## src/rtl/ccff_chain_loader.sv

```systemverilog
// Streams bitstream words MSB-first onto a configuration chain, CRC-checks the loaded bits
// against a trailing CRC word and collects a readback signature of what leaves the chain.
module ccff_chain_loader #(
  parameter int          CHAIN_LEN = 1024,
  parameter int          WORD_W    = 32,
  parameter logic [15:0] CRC_INIT  = 16'hFFFF
) (
  input  logic              prog_clk,
  input  logic              pReset_n,
  input  logic              start,
  input  logic              abort,
  input  logic              s_valid,
  output logic              s_ready,
  input  logic [WORD_W-1:0] s_data,
  output logic              ccff_head,
  input  logic              ccff_tail,
  output logic              config_enable,
  output logic              cfg_clk_en,
  output logic              busy,
  output logic              done,
  output logic              err,
  output logic [15:0]       tail_crc
);

  localparam int CNT_W = $clog2(CHAIN_LEN + 1);
  localparam int BUF_W = $clog2(WORD_W + 1);
  localparam logic [CNT_W-1:0] LAST_C = CNT_W'(CHAIN_LEN);

  typedef enum logic [2:0] {
    ST_IDLE  = 3'd0,
    ST_SHIFT = 3'd1,
    ST_CHECK = 3'd2,
    ST_DONE  = 3'd3,
    ST_ERR   = 3'd4
  } state_t;

  state_t            state_q, state_d;
  logic [WORD_W-1:0] buf_q, buf_d;
  logic [BUF_W-1:0]  cnt_q, cnt_d;
  logic [CNT_W-1:0]  bit_cnt_q, bit_cnt_d;
  logic [15:0]       head_crc_q, head_crc_d;
  logic [15:0]       tail_crc_q, tail_crc_d;
  logic              done_q, done_d;
  logic              err_q, err_d;
  logic              shifting_s;
  logic              s_ready_s;

  function automatic logic [15:0] crc_step(input logic [15:0] crc, input logic b);
    logic fb;
    fb = crc[15] ^ b;
    return {crc[14:0], 1'b0} ^ (fb ? 16'h1021 : 16'h0000);
  endfunction

  // Bits of a new word that still fit in the chain, given the count after this cycle's shift.
  function automatic logic [BUF_W-1:0] avail_bits(input logic [CNT_W-1:0] bit_cnt);
    logic [31:0] rem;
    rem = 32'(LAST_C - bit_cnt);
    if (rem < 32'(WORD_W)) begin
      return BUF_W'(rem);
    end else begin
      return BUF_W'(WORD_W);
    end
  endfunction

  assign shifting_s = (state_q == ST_SHIFT) && (cnt_q != '0);
  // Refill on the last buffered bit avoids a bubble, except when that bit ends the chain.
  assign s_ready_s  = (state_q == ST_CHECK) ||
                      ((state_q == ST_SHIFT) &&
                       ((cnt_q == '0) ||
                        ((cnt_q == BUF_W'(1)) && (bit_cnt_q != LAST_C - CNT_W'(1)))));

  always_comb begin
    state_d    = state_q;
    buf_d      = buf_q;
    cnt_d      = cnt_q;
    bit_cnt_d  = bit_cnt_q;
    head_crc_d = head_crc_q;
    tail_crc_d = tail_crc_q;
    done_d     = done_q;
    err_d      = err_q;
    case (state_q)
      ST_IDLE, ST_DONE, ST_ERR: begin
        if (start) begin
          state_d    = ST_SHIFT;
          buf_d      = '0;
          cnt_d      = '0;
          bit_cnt_d  = '0;
          head_crc_d = CRC_INIT;
          tail_crc_d = CRC_INIT;
          done_d     = 1'b0;
          err_d      = 1'b0;
        end else begin
          state_d = state_q;
        end
      end
      ST_SHIFT: begin
        if (abort) begin
          state_d = ST_ERR;
          err_d   = 1'b1;
          cnt_d   = '0;
        end else begin
          if (shifting_s) begin
            head_crc_d = crc_step(head_crc_q, buf_q[WORD_W-1]);
            tail_crc_d = crc_step(tail_crc_q, ccff_tail);
            buf_d      = {buf_q[WORD_W-2:0], 1'b0};
            cnt_d      = cnt_q - BUF_W'(1);
            bit_cnt_d  = bit_cnt_q + CNT_W'(1);
          end else begin
            buf_d = buf_q;
          end
          if (s_valid && s_ready_s) begin
            buf_d = s_data;
            cnt_d = avail_bits(bit_cnt_d);
          end else begin
            cnt_d = cnt_d;
          end
          if (bit_cnt_d == LAST_C) begin
            state_d = ST_CHECK;
          end else begin
            state_d = ST_SHIFT;
          end
        end
      end
      ST_CHECK: begin
        if (abort) begin
          state_d = ST_ERR;
          err_d   = 1'b1;
        end else if (s_valid) begin
          if (s_data[15:0] == head_crc_q) begin
            state_d = ST_DONE;
            done_d  = 1'b1;
          end else begin
            state_d = ST_ERR;
            err_d   = 1'b1;
          end
        end else begin
          state_d = ST_CHECK;
        end
      end
      default: begin
        state_d = ST_IDLE;
      end
    endcase
  end

  // State and datapath registers.
  always_ff @(posedge prog_clk or negedge pReset_n) begin
    if (!pReset_n) begin
      state_q    <= ST_IDLE;
      buf_q      <= '0;
      cnt_q      <= '0;
      bit_cnt_q  <= '0;
      head_crc_q <= CRC_INIT;
      tail_crc_q <= CRC_INIT;
      done_q     <= 1'b0;
      err_q      <= 1'b0;
    end else begin
      state_q    <= state_d;
      buf_q      <= buf_d;
      cnt_q      <= cnt_d;
      bit_cnt_q  <= bit_cnt_d;
      head_crc_q <= head_crc_d;
      tail_crc_q <= tail_crc_d;
      done_q     <= done_d;
      err_q      <= err_d;
    end
  end

  assign s_ready       = s_ready_s;
  assign ccff_head     = shifting_s ? buf_q[WORD_W-1] : 1'b0;
  assign cfg_clk_en    = shifting_s;
  assign config_enable = (state_q == ST_SHIFT) || (state_q == ST_CHECK);
  assign busy          = (state_q == ST_SHIFT) || (state_q == ST_CHECK);
  assign done          = done_q;
  assign err           = err_q;
  assign tail_crc      = tail_crc_q;

endmodule

```

## config.mk

```make
export PLATFORM = sky130hd
export DESIGN_NAME = ccff_chain_loader
export DESIGN_NICKNAME = d
export VERILOG_FILES = /design/src/rtl/ccff_chain_loader.sv
export SDC_FILE = /design/constraint.sdc
export NUM_CORES = 1
export LEC_CHECK = 0
export ABC_CLOCK_PERIOD_IN_PS = 4080
export BUFFER_PORTS_ARGS = -buffer_cell sky130_fd_sc_hd__buf_2
export CORE_ASPECT_RATIO = 0.8
export CORE_UTILIZATION = 58
export CTS_CLUSTER_DIAMETER = 150
export DETAILED_ROUTE_END_ITERATION = 16
export PLACE_DENSITY = 0.8
export SLEW_MARGIN = 20
export SYNTH_ARGS = -nofsm -noshare
export SYNTH_HDL_FRONTEND = slang
export SYNTH_SLANG_ARGS = --single-unit
export TNS_END_PERCENT = 5
```

## constraint.sdc

```tcl
create_clock -name prog_clk -period 4.08 [get_ports prog_clk]
set_input_delay 0.612 -clock prog_clk [delete_from_list [all_inputs] [get_ports prog_clk]]
set_output_delay 0.612 -clock prog_clk [all_outputs]
set_load 0.05 [all_outputs]
```

### Yosys cells after proc, flatten, opt, wreduce, memory -nomap -nowiden

Cells that the tools add are included.

| word-level totals | value |
|---|---|
| bits in registers | 86 |
| bits of input ports | 38 |
| output and inout bits | 23 |

| operators by class | value |
|---|---|
| add/sub/neg operators | 3 |
| magnitude comparators | 1 |
| equal/unequal tests | 19 |
| muxes and demuxes | 44 |
| bitwise gates (word level) | 4 |
| reduce and logical (&&, ||, !) cells | 20 |

Operators by type and width:

| cell | number |
|---|---|
| 32-bit 2-to-1 mux | 4 |
| 16-bit 2-to-1 mux | 5 |
| 16-bit one-hot mux with 2 select lines | 2 |
| 32-bit one-hot mux with 2 select lines | 1 |
| 11-bit 2-to-1 mux | 5 |
| 32-bit by 6-bit less-than comparator with 1-bit output, second input constant | 1 |
| 16-bit by 13-bit XOR with 16-bit output | 2 |
| 6-bit 2-to-1 mux | 5 |
| 13-bit 2-to-1 mux | 2 |
| 11-bit one-hot mux with 2 select lines | 1 |
| 16-bit == test | 1 |
| 3-bit 2-to-1 mux | 5 |
| 2-bit inequality test, second input constant | 6 |
| 6-bit one-hot mux with 2 select lines | 1 |
| 11-bit by 11-bit subtractor with 12-bit output, first input constant | 1 |
| 11-bit by 1-bit adder with 11-bit output, second input constant | 1 |
| 11-bit == test, second input constant | 1 |
| 11-bit by 10-bit inequality test with 1-bit output, second input constant | 1 |
| 5-bit AND reduction | 2 |
| 1-bit 2-to-1 mux | 9 |
| 3-bit one-hot mux with 3 select lines | 1 |
| 4-bit AND reduction | 2 |
| 3-bit by 2-bit == test with 1-bit output, second input constant | 2 |
| 6-bit by 1-bit == test with 1-bit output, second input constant | 1 |
| other kinds (20) | 29 |

### Depth between registers and ports, before layout

| depth | value |
|---|---|
| word-level depth | 11 |
| mapped depth | 13 |

### Worst setup path before layout

OpenSTA, ideal clock, no wires.

| timing path | value |
|---|---|
| path kind | flip-flop to flip-flop |
| start | reg cnt_q[0] |
| end | reg cnt_q[2] |
| setup time | 0.076 ns |
| arrival time | 3.287 ns |
| data required time | 4.004 ns |
| path slack | 0.716 ns |
| cell stages (with the launch flop) | 13 |
| path buffers | 1 |
| clock period less this slack | 3.364 ns |
| cells stage by stage | dfrtp_1 -> inv_1 -> ha_1 -> clkbuf_1 -> inv_1 -> o21ai_1 -> inv_1 -> xnor2_1 -> ha_1 -> and3_4 -> or4b_4 -> a211o_2 -> o21ai_1 |

| on the way | value |
|---|---|
| longest elaborated chain between the ends | 11 |

Ends and longest elaborated chain:

| item | line | source |
|---|---|---|
| start, declared | 39 | `logic [BUF_W-1:0] cnt_q, cnt_d;` |
| start signal, assigned | 160 | `cnt_q <= cnt_d;` |
| 6-bit nonzero test * | 65 | `assign shifting_s = (state_q == ST_SHIFT) && (cnt_q != '0);` |
| 1-bit logical AND * | 65 |  |
| net cfg_clk_en | 18 | `output logic cfg_clk_en,` |
| 11-bit 2-to-1 mux | 102 | `if (shifting_s) begin` |
| 11-bit 2-to-1 mux | 97 | `if (abort) begin` |
| 11-bit 2-to-1 mux | 81 | `case (state_q)` |
| 11-bit by 11-bit subtractor with 12-bit output | 57 | `rem = 32'(LAST_C - bit_cnt);` |
| 32-bit by 6-bit less-than comparator with 1-bit output | 58 | `if (rem < 32'(WORD_W)) begin` |
| 6-bit 2-to-1 mux | 58 |  |
| 6-bit 2-to-1 mux | 111 | `if (s_valid && s_ready_s) begin` |
| 6-bit 2-to-1 mux | 97 |  |
| 6-bit one-hot mux with 2 select lines | 81 |  |

Mark *: on every way through the listed nets, which the timed path passes. The rest lies on a longest branch. The select of a mux whose other input is x is not followed.
A chain may end at the register's enable or synchronous reset.

### Worst setup path in the final report

| timing path | value |
|---|---|
| start | reg cnt_q[1] |
| end | reg cnt_q[3] |

| on the way | value |
|---|---|
| longest elaborated chain between the ends | 11 |

Ends and longest elaborated chain:

| item | line |
|---|---|
| 6-bit nonzero test | 65 |
| 1-bit logical AND | 65 |
| 11-bit 2-to-1 mux | 102 |
| 11-bit 2-to-1 mux | 97 |
| 11-bit 2-to-1 mux | 81 |
| 11-bit by 11-bit subtractor with 12-bit output | 57 |
| 32-bit by 6-bit less-than comparator with 1-bit output | 58 |
| 6-bit 2-to-1 mux | 58 |
| 6-bit 2-to-1 mux | 111 |
| 6-bit 2-to-1 mux | 97 |
| 6-bit one-hot mux with 2 select lines | 81 |

Several ways; a longest one is shown, not always the timed one. The select of a mux whose other input is x is not followed.

==> summary.txt <==
Pwr
  • Max VDD drop: 379 uV
  • Lkg Pwr: 0.00203 uW
  • PD cells: 583 nW/um2

Synth
  • Mean Syn Cell Area: 9.82 um2
  • Syn Nets: 515
  • Post-synth top flop: dfrtp_1
  • Cell taking the most area after synthesis: dfrtp_1
  • Yosys reg bits: 86
  • Top cell type's share of synthesized area: 0.291
  • Yosys warns: 0
  • Cells after Synth: 473
  • Mapped cell area: 4650 um2
  • Number of synthesized flops with an enable pin: 0
  • Post-synthesis async set-or-reset flop share: 1.00
  • Yosys cell types: 60
  • Synth area leaders: dfrtp_1 (29%), dfstp_2 (18%), mux2i_1 (7.1%), o21ai_0 (6.1%), o22a_1 (5.8%)
  • Register area share after synthesis: 0.472

Finish
  • Layout area overhead: 11.9%
  • Final cell count without fillers: 627
  • Commonest non-fill, non-tap cell in the layout: buf_2
  • Fill cell count: 606
  • Layout cells sized above 1: 0.251
  • Reg area: 2190 um2
  • Layout Nets: 559
  • Antenna cells: 0
  • Footprint of the multi-input gates: 2290 um2
  • Commonest non-fill, non-tap cells in the layout: buf_2 (59), o21ai_0 (56), dfrtp_1 (54), nand2_1 (53), mux2i_1 (33)

Placement
  • Port bufs: 60
  • Placed wire-length estimate: 7540 um
  • Routability Congestion: 0.876
  • Post-Place Cells: 611

Setup path
  • Critical path capture point type: flip-flop
  • Req. time, crit path: 4.36 ns
  • R2R Path End: cnt_q[3]
  • R2R Setup Slk: 0.55 ns
  • Crit Path Max Fanout: 11
  • Setup crit start kind: flip-flop
  • CP Class: reg2reg
  • Worst reg2reg startpoint: cnt_q[1]
  • CP Data Arrival Time: 3.81 ns
  • R2R depth: 11

Job
  • Max cap viols: 0

CTS
  • Root Buffer: clkbuf_8
  • TritonCTS clock tree: yes
  • Post-CTS Hold Buffers: 0
  • Post-cts resize count: 0
  • Clock Sinks: 86
  • Setup bufs post-CTS: 0
  • Worst-Skew Late Latency: 0.36 ns
  • Clock-pin slew on the worst setup and hold paths: 0.10 ns
  • H-tree depth: 3
  • Total CTS buffers: 9
  • Clk buf depth: 2

Timing
  • Setup violations, final: 0
  • Setup_tns: 0 ns
  • Setup Skew: 0.0135 ns
  • Final Hold Fails: 0
  • Worst Tran Pin Value: 0.804 ns
  • Fmax: 0.284 GHz
  • Slew Limit Headroom: 0.462
  • Fin crit share: 0.864
  • Fin crit period: 3.53 ns
  • Unrepaired setup endpoints after global routing: no
  • Final slew viol count: 0

Die
  • DIE AREA: 8370 um2
  • Boundary pin count: 61
  • Site Rows: 28
  • Width of the die: 102 um
  • Core area: 7570 um2
  • Die extent in y: 82.1 um
  • Starting Density: 0.614

Routing
  • Iteration-0 DRC Markers: 268
  • DRC Markers: 0
  • Post-DRT Antenna Nets: 0
  • Post-Route WL: 10,800 um
  • Via count: 3,789
  • 1st-pass router iterations: 5
  • Avg Vias per Cell: 6.04
  • Routed WL per cell: 17.2 um

GRT
  • Global-route wire length before repair: 18,100 um
  • GRT Total Usage: 0.282
  • GR Overflow Total: 0
  • Largest net degree at the start of global routing: 87
  • Initial antenna violation count: 0
  • Vias in the first global route: 3,750

Worst hold path
  • Worst Hold Class: in2async

Status
  • Status: complete, no violations
-- cells in the mapped netlist (2+ instances only) --
master      n
a2111oi_0   2
a211oi_1    3
a21boi_0    2
a21oi_1    13
a31oi_1     6
and2_1      4
buf_1       3
buf_2       7
buf_6       2
clkbuf_1   20
dfrtp_1    54
dfstp_2    32
ha_1        4
inv_1       8
mux2i_1    33
nand2_1    53
nand2b_1    3
nand3_1     8
nand4_1     8
nor2_1     26
nor2b_1     3
nor3_1      6
nor3b_1     2
nor4_1      6
o21a_1      2
o21ai_0    57
o21ai_1     7
o22a_1     31
o31ai_1     3
or2_2       2
or3b_2      2
xnor2_1    10
xor2_1     24
-- layer usage --
metal	up-vias	routed length (um)	global-route usage	part of all wire
li1	1797	-	-	-
met1	1820	4840	0.378	0.45
met2	148	5030	0.465	0.47
met3	24	717	0.0519	0.066
met4	0	215	0.0943	0.020
met5	-	0	0	0
-- area by class of cell --
type,instances,area share
Clock buffer,9,0.0238
Clock inverter,7,0.0147
Multi-Input combinational cell,345,0.440
Sequential cell,86,0.422
Tap cell,105,0.0253
Timing Repair Buffer,67,0.0691
Inverter,8,0.00578
-- critical path: stages, from the launching register on --
cell and delay, ns:
dfrtp_1 0.42, inv_1 0.10, ha_1 0.47, inv_1 0.18
o21ai_1 0.42, inv_1 0.24, mux2i_1 0.20, ha_1 0.28
and3_4 0.17, or4b_4 0.48, a211o_2 0.35, o21ai_1 0.14
-- metrics by stage --
step / total power (uW) / area, um2 / utilization / hold slack [ns] / setup slack (ns)
floorplan: 2120 / 4650 / - / 0.316 / 0.716
global placement: 2380 / 4990 / 0.660 / 0.462 / 0.769
detailed placement: 2430 / 4990 / 0.660 / 0.470 / 0.651
CTS: 3040 / 5190 / 0.687 / 0.464 / 0.600
global route: 3220 / 5200 / 0.687 / 0.337 / 0.253
finish: 3030 / 5200 / 0.687 / 0.284 / 0.555
-- logic make-up (layout without fill, tap and decap cells) --
| family | count (synthesis) | after routing | synth area share |
|---|---|---|---|
| xor+xnor | 34 | 34 | 0.0641 |
| buf+inv | 42 | 91 | 0.0401 |
| simple gates | 132 | 132 | 0.139 |
| mux | 33 | 33 | 0.0711 |
| fa+ha+maj | 4 | 4 | 0.0108 |
| flops | 86 | 86 | 0.472 |
| compound gates | 142 | 142 | 0.203 |
-- report_power, final --
part	internal, uW	leakage [uW]	total [uW]	switching [uW]
clock network	243	0.000103	600	357
logic	460	0.000852	1300	839
registers	1010	0.00108	1130	125
-- state kept, by name, summed over array words and instances, names as in the netlist --
register	flops
state_q	3
done	1
cnt_q	6
buf_q	32
tail_crc	16
err	1
bit_cnt_q	11
head_crc_q	16
-- how the worst max path moves through the flow --
stage,from,end,slack [ns]
floorplan,cnt_q[0],cnt_q[2],0.72
global route,cnt_q[1],cnt_q[3],0.25
global placement,cnt_q[0],cnt_q[3],0.77
finish,cnt_q[1],cnt_q[3],0.55
CTS,cnt_q[1],cnt_q[2],0.60
detailed placement,cnt_q[0],cnt_q[2],0.65
Power figures use the tool's default switching activity.
